[config.mk]
export PLATFORM = sky130hd
export DESIGN_NAME = mult_seq_ctrl
export DESIGN_NICKNAME = d
export VERILOG_FILES = /design/src/rtl/mult_seq_ctrl.sv
export SDC_FILE = /design/constraint.sdc
export NUM_CORES = 1
export LEC_CHECK = 0
export CAP_MARGIN = 10
export CELL_PAD_IN_SITES_DETAIL_PLACEMENT = 0
export CELL_PAD_IN_SITES_GLOBAL_PLACEMENT = 1
export CORE_MARGIN = 2
export CORE_UTILIZATION = 42
export DETAILED_ROUTE_END_ITERATION = 10
export PLACE_DENSITY_LB_ADDON = 0.08
export SLEW_MARGIN = 15
export SYNTH_ARGS = -nofsm -noshare
export SYNTH_HDL_FRONTEND = slang
export SYNTH_SLANG_ARGS = --single-unit
export TNS_END_PERCENT = 50
[constraint.sdc]
create_clock -name clk -period 3.5 [get_ports clk]
set_input_delay 0.35 -clock clk [delete_from_list [all_inputs] [get_ports clk]]
set_output_delay 0.35 -clock clk [all_outputs]
set_load 0.02 [all_outputs]
[src/rtl/mult_seq_ctrl.sv]
// Sequential shift-and-add multiplier with its own IDLE/CALC/DONE sequencer.
// One partial product is added per clock; the product register holds between runs.
module mult_seq_ctrl #(
  parameter int WIDTH = 8
) (
  input  logic               clk,
  input  logic               rst_n,
  input  logic               start,
  input  logic [WIDTH-1:0]   a,
  input  logic [WIDTH-1:0]   b,
  output logic               busy,
  output logic               done,
  output logic [2*WIDTH-1:0] product
);

  localparam int CW = (WIDTH > 2) ? $clog2(WIDTH) : 1;

  typedef enum logic [1:0] {
    IDLE = 2'd0,
    CALC = 2'd1,
    DONE = 2'd2
  } state_e;

  state_e               state_q;
  logic [WIDTH-1:0]     ma_q;
  logic [WIDTH-1:0]     mb_q;
  logic [2*WIDTH-1:0]   acc_q;
  logic [CW-1:0]        cnt_q;
  logic                 busy_q;
  logic                 done_q;
  logic [2*WIDTH-1:0]   product_q;

  logic [2*WIDTH-1:0]   addend_d;
  logic [2*WIDTH-1:0]   acc_d;
  logic                 last_iter_d;

  // Partial product for the current iteration and the running sum it produces
  always_comb begin
    addend_d    = '0;
    acc_d       = '0;
    last_iter_d = 1'b0;
    if (mb_q[0]) begin
      addend_d = {{WIDTH{1'b0}}, ma_q} << cnt_q;
    end else begin
      addend_d = '0;
    end
    acc_d       = acc_q + addend_d;
    last_iter_d = (cnt_q == CW'(WIDTH - 1));
  end

  // Sequencer, datapath registers and registered outputs
  always_ff @(posedge clk or negedge rst_n) begin
    if (!rst_n) begin
      state_q   <= IDLE;
      ma_q      <= '0;
      mb_q      <= '0;
      acc_q     <= '0;
      cnt_q     <= '0;
      busy_q    <= 1'b0;
      done_q    <= 1'b0;
      product_q <= '0;
    end else begin
      case (state_q)
        IDLE: begin
          done_q <= 1'b0;
          if (start) begin
            ma_q    <= a;
            mb_q    <= b;
            acc_q   <= '0;
            cnt_q   <= '0;
            busy_q  <= 1'b1;
            state_q <= CALC;
          end else begin
            busy_q  <= 1'b0;
            state_q <= IDLE;
          end
        end
        CALC: begin
          acc_q <= acc_d;
          mb_q  <= mb_q >> 1;
          cnt_q <= cnt_q + CW'(1);
          // Fixed WIDTH iterations regardless of operand values
          if (last_iter_d) begin
            product_q <= acc_d;
            busy_q    <= 1'b0;
            done_q    <= 1'b1;
            state_q   <= DONE;
          end else begin
            busy_q    <= 1'b1;
            done_q    <= 1'b0;
            state_q   <= CALC;
          end
        end
        DONE: begin
          busy_q  <= 1'b0;
          done_q  <= 1'b0;
          state_q <= IDLE;
        end
        default: begin
          busy_q  <= 1'b0;
          done_q  <= 1'b0;
          state_q <= IDLE;
        end
      endcase
    end
  end

  assign busy    = busy_q;
  assign done    = done_q;
  assign product = product_q;

endmodule

# After elaboration in Yosys (flattened, before gate mapping)
# Index checks and enable logic that the tools add are counted.
# W data, S select, Z words.
[word_totals]
register_bits = 55
input_bits = 19
output_inout_bits = 18
word_cells = 34
[op_classes]
addsub = 2
n_eq_ne = 3
shifts = 1
mux = 15
reduce_logical = 5
[op_table]
columns = ["cell", "n"]
rows = [
  ["$mux W16", 2],
  ["$pmux W16 S2", 1],
  ["$add A16 B16 Y16", 1],
  ["$pmux W8 S2", 1],
  ["$shl A8 B3 Y16", 1],
  ["$mux W8", 1],
  ["$pmux W3 S2", 1],
  ["$reduce_and A2 Y1", 3],
  ["$mux W1", 5],
  ["$pmux W2 S2", 1],
  ["$add A3 B1 Y3 const B", 1],
  ["$eq A3 B3 Y1 const B", 1],
  ["$mux W3", 1],
  ["$eq A2 B1 Y1 const B", 1],
  ["$logic_not A2 Y1", 1],
  ["$mux W2", 1],
  ["$ne A2 B2 Y1 const B", 1],
  ["$pmux W1 S2", 1],
  ["$reduce_bool A2 Y1", 1],
]

# Depth between registers and ports, before layout
[depth]
word_depth = 4
mapped_depth = 14

# Least setup slack after synthesis
# No wires, ideal clock.
[synth_path]
path_type = "register -> register"
startpoint = "register cnt_q[1]"
endpoint = "register product_q[14], in the netlist product[14]"
setup_time_ns = 0.125
arrival_ns = 2.709
setup_slack_ns = 0.666
stages_incl_launch_ff = 14
n_path_buf = 2
period_less_slack_ns = 2.834
cell_sequence = "dfrtp_1 clkbuf_1 buf_2 mux2i_1 nand2_1 o21ai_0 nor2_1 o21a_1 ha_1 a211o_1 o21ai_2 o21ai_1 xor2_1 mux2_2"
[synth_between]
elab_chain_cells = 3
[synth_lines]
columns = ["item", "line", "rtl"]
rows = [
  ["start: declaration", "28", "logic [CW-1:0] cnt_q;"],
  ["start signal: assignment", "81", "cnt_q <= cnt_q + CW'(1);"],
  ["$shl A8 B3 Y16", "43", "addend_d = {{WIDTH{1'b0}}, ma_q} << cnt_q;"],
  ["$mux W16", "42", "if (mb_q[0]) begin"],
  ["$add A16 B16 Y16", "47", "acc_d = acc_q + addend_d;"],
  ["end signal: assignment", "61", "product_q <= '0;"],
  ["end signal: assignment", "84", "product_q <= acc_d;"],
  ["end: declaration", "31", "logic [2*WIDTH-1:0] product_q;"],
]
# Parallel ways exist; a longest one is shown, timed or not.
# A chain may end at the register's enable or synchronous reset.

# Final worst setup path
[layout_path]
startpoint = "register cnt_q[1]"
endpoint = "register product_q[15], in the netlist product[15]"
# Same word-level chain as after synthesis.

==> metrics <==
Synth Register Bits 53; cts bufs inserted 5; Fmax 321 MHz; grt ovf 0; CTS H-tree depth 2; largest net degree at the start of global routing 30; Skew-Pair Late Insertion Delay 310 ps; CTS max path bufs 2; synth-to-layout area growth 17.0%; Sequential cell area 0.00133 sq mm; most common cell after layout, fill and taps aside dfrtp_1; Multi-input gate area 0.00171 sq mm; I/O pin total 37; CTS root buf clkbuf_8; floorplan row count 31; CTS tree yes; Rel. slew slack 0.455; met1 Track Usage GR 0.276; DP Wirelength 5170 um; WL final 7150 um; initial antenna violation count 0; peak supply drop 0.000385 V; global placement routability congestion 0.847; Mapped Cells 332; slew of the pin with the lowest slew margin 817 ps; crit path kind reg2reg; post-route minimum period 3120 ps; cts hold-fix bufs 0; number of flops mapped to enable cells by yosys 0; Clock transition at path regs 100 ps; Hold Fails Final Rpt 0; Die X 90.6 um; met3 Track Usage GR 0.0384; Compound-Gate Fraction of Synth Area 0.185; Fillers 728; diode count 0; status finished clean; Leakage 1.69 nW; TritonCTS sink count 53; sequential area share after synthesis 0.421; first-pass GRT wire length 12400 um; Post-Synth XOR/XNOR Area 0.0306; busiest grt layer met2; Die ar. 0.00821 sq mm; Max Cap Viol 0; PortBufs 36; CP required 3690 ps; critical path launch point type flip-flop; power per cell area 927 mW/mm^2; simple-gate share of the synthesized area 0.149; Avg Cell Area, Syn 9.49 sq um; GR Util met2 0.295; Yosys cell types 48; Setup Viol. Count Final 0; Post-synth ARST share 1.00; Final ANT Viol Nets 0; Synth Cell Area 0.00315 sq mm; Hold WS 64.7 ps; Hold Crit Class in2async; routed via count 2414; DR iter-0 viols 138; final worst-path cycle share 0.891; crit end category flip-flop; initial core utilization 0.434; Max Clock Skew 8.65 ps; Resize count post-CTS 0; Total GRT Usage 0.189; largest family of logic cells by synthesized area compound AO/OA/AOI/OAI gates; layout cells sized above 1 0.113; setup bufs post-CTS 0; commonest non-fill, non-tap cells in the layout 53 x dfrtp_1, 45 x nand2_1, 38 x o21ai_0; core area 0.00725 sq mm; syn_nets 369; crit path DAT 3310 ps; final net count 399; Syn. warnings 0; Final Max Slew Viols 0; drt first pass iters 4; Vias per Instance 5.23; top_reg_cell synth dfrtp_1; Setup TNS 0 ps; # DRC 0; wire per inst 15.5 um; RSZ-0062 raised after global routing false; Post-Synth Adder-Cell Area 0.0739; Die Ht 90.6 um; vias in the first global route 2414; Max FO, Critical Path 12; mux cell area share after synthesis 0.102
path summary, 6_finish.rpt:
check                       startpoint  slack, ps  cells past startpoint          end
setup / recovery              cnt_q[1]        380                     13  product[15]
hold / removal                   rst_n         60                      1      ma_q[0]
setup reg to reg              cnt_q[1]        380                     13  product[15]
hold reg to reg            product[12]        490                      2  product[12]
max in group asynchronous        rst_n       2660                      2  product[14]
min in group clk           product[12]        490                      2  product[12]
cell families after synthesis:
family / count (synthesis)
mux: 30
buf+inv: 28
simple gates: 100
compound gates: 92
fa+ha+maj: 18
flops: 53
xor+xnor: 11
layout make-up:
type	count	share of cell area
Clock inverter	2	0.00373
Multi-Input combinational cell	251	0.463
Inverter	9	0.00916
Tap cell	99	0.0336
Sequential cell	53	0.360
Timing Repair Buffer	42	0.109
Clock buffer	6	0.0224
layer usage:
metal / wire [um] / up-vias / share of wire
li1: - / 1244 / -
met1: 3650 / 1133 / 0.51
met2: 3210 / 32 / 0.45
met3: 236 / 5 / 0.033
met4: 55 / 0 / 0.0077
met5: 0 / - / 0
metrics by stage:
step                      instance area [sq um]  std cells  utilization  worst slack, ps  total power (W)
after global routing                       3690        462        0.508             73.3          0.00376
after global placement                     3590        454        0.495              472          0.00305
after floorplan                            3150        332            -              666          0.00252
after CTS                                  3690        462        0.508              367          0.00346
after detailed placement                   3590        454        0.495              405          0.00307
final                                      3690        462        0.508              381          0.00342
sequential cells by signal, indices dropped and copies added (netlist names):
name / flops
cnt_q: 3
done: 1
product: 16
state_q: 1
mb_q: 8
acc_q: 16
ma_q: 8
critical path: stages (launching register included):
cell and delay (ps):
dfrtp_1 560, buf_4 220, mux2i_1 220, nand2_1 70
o21ai_0 120, o21ai_0 100, and2_1 170, ha_1 340
a21oi_1 200, nand2_1 100, o211a_1 260, o2111ai_1 340
and3b_1 230, o31ai_2 70
cell usage after synthesis, types with 3 or more instances:
cell | instances | area share
o21bai_1 | 3 | 0.0071
nand3_1 | 6 | 0.0095
o21ai_0 | 38 | 0.060
and2_1 | 3 | 0.0060
nor2b_1 | 5 | 0.0099
ha_1 | 17 | 0.068
nand4_1 | 5 | 0.0099
buf_2 | 6 | 0.0095
xnor2_1 | 5 | 0.014
dfrtp_1 | 53 | 0.42
mux2_2 | 16 | 0.057
mux2i_1 | 14 | 0.044
inv_1 | 9 | 0.011
nor3_1 | 5 | 0.0079
a21o_1 | 3 | 0.0071
a22o_1 | 7 | 0.019
a21oi_1 | 18 | 0.029
or3_1 | 4 | 0.0079
xor2_1 | 6 | 0.017
clkbuf_1 | 11 | 0.013
nand2_1 | 45 | 0.054
nor2_1 | 19 | 0.023
where the power goes:
group / internal (W) / leakage [nW] / switching [W]
sequential: 0.000888 / 0.671 / 0.000227
clock: 0.000161 / 0.0512 / 0.000208
combinational: 0.000856 / 0.965 / 0.00108
total: 0.00191 / 1.69 / 0.00151
(Power assumes the default switching activity.)
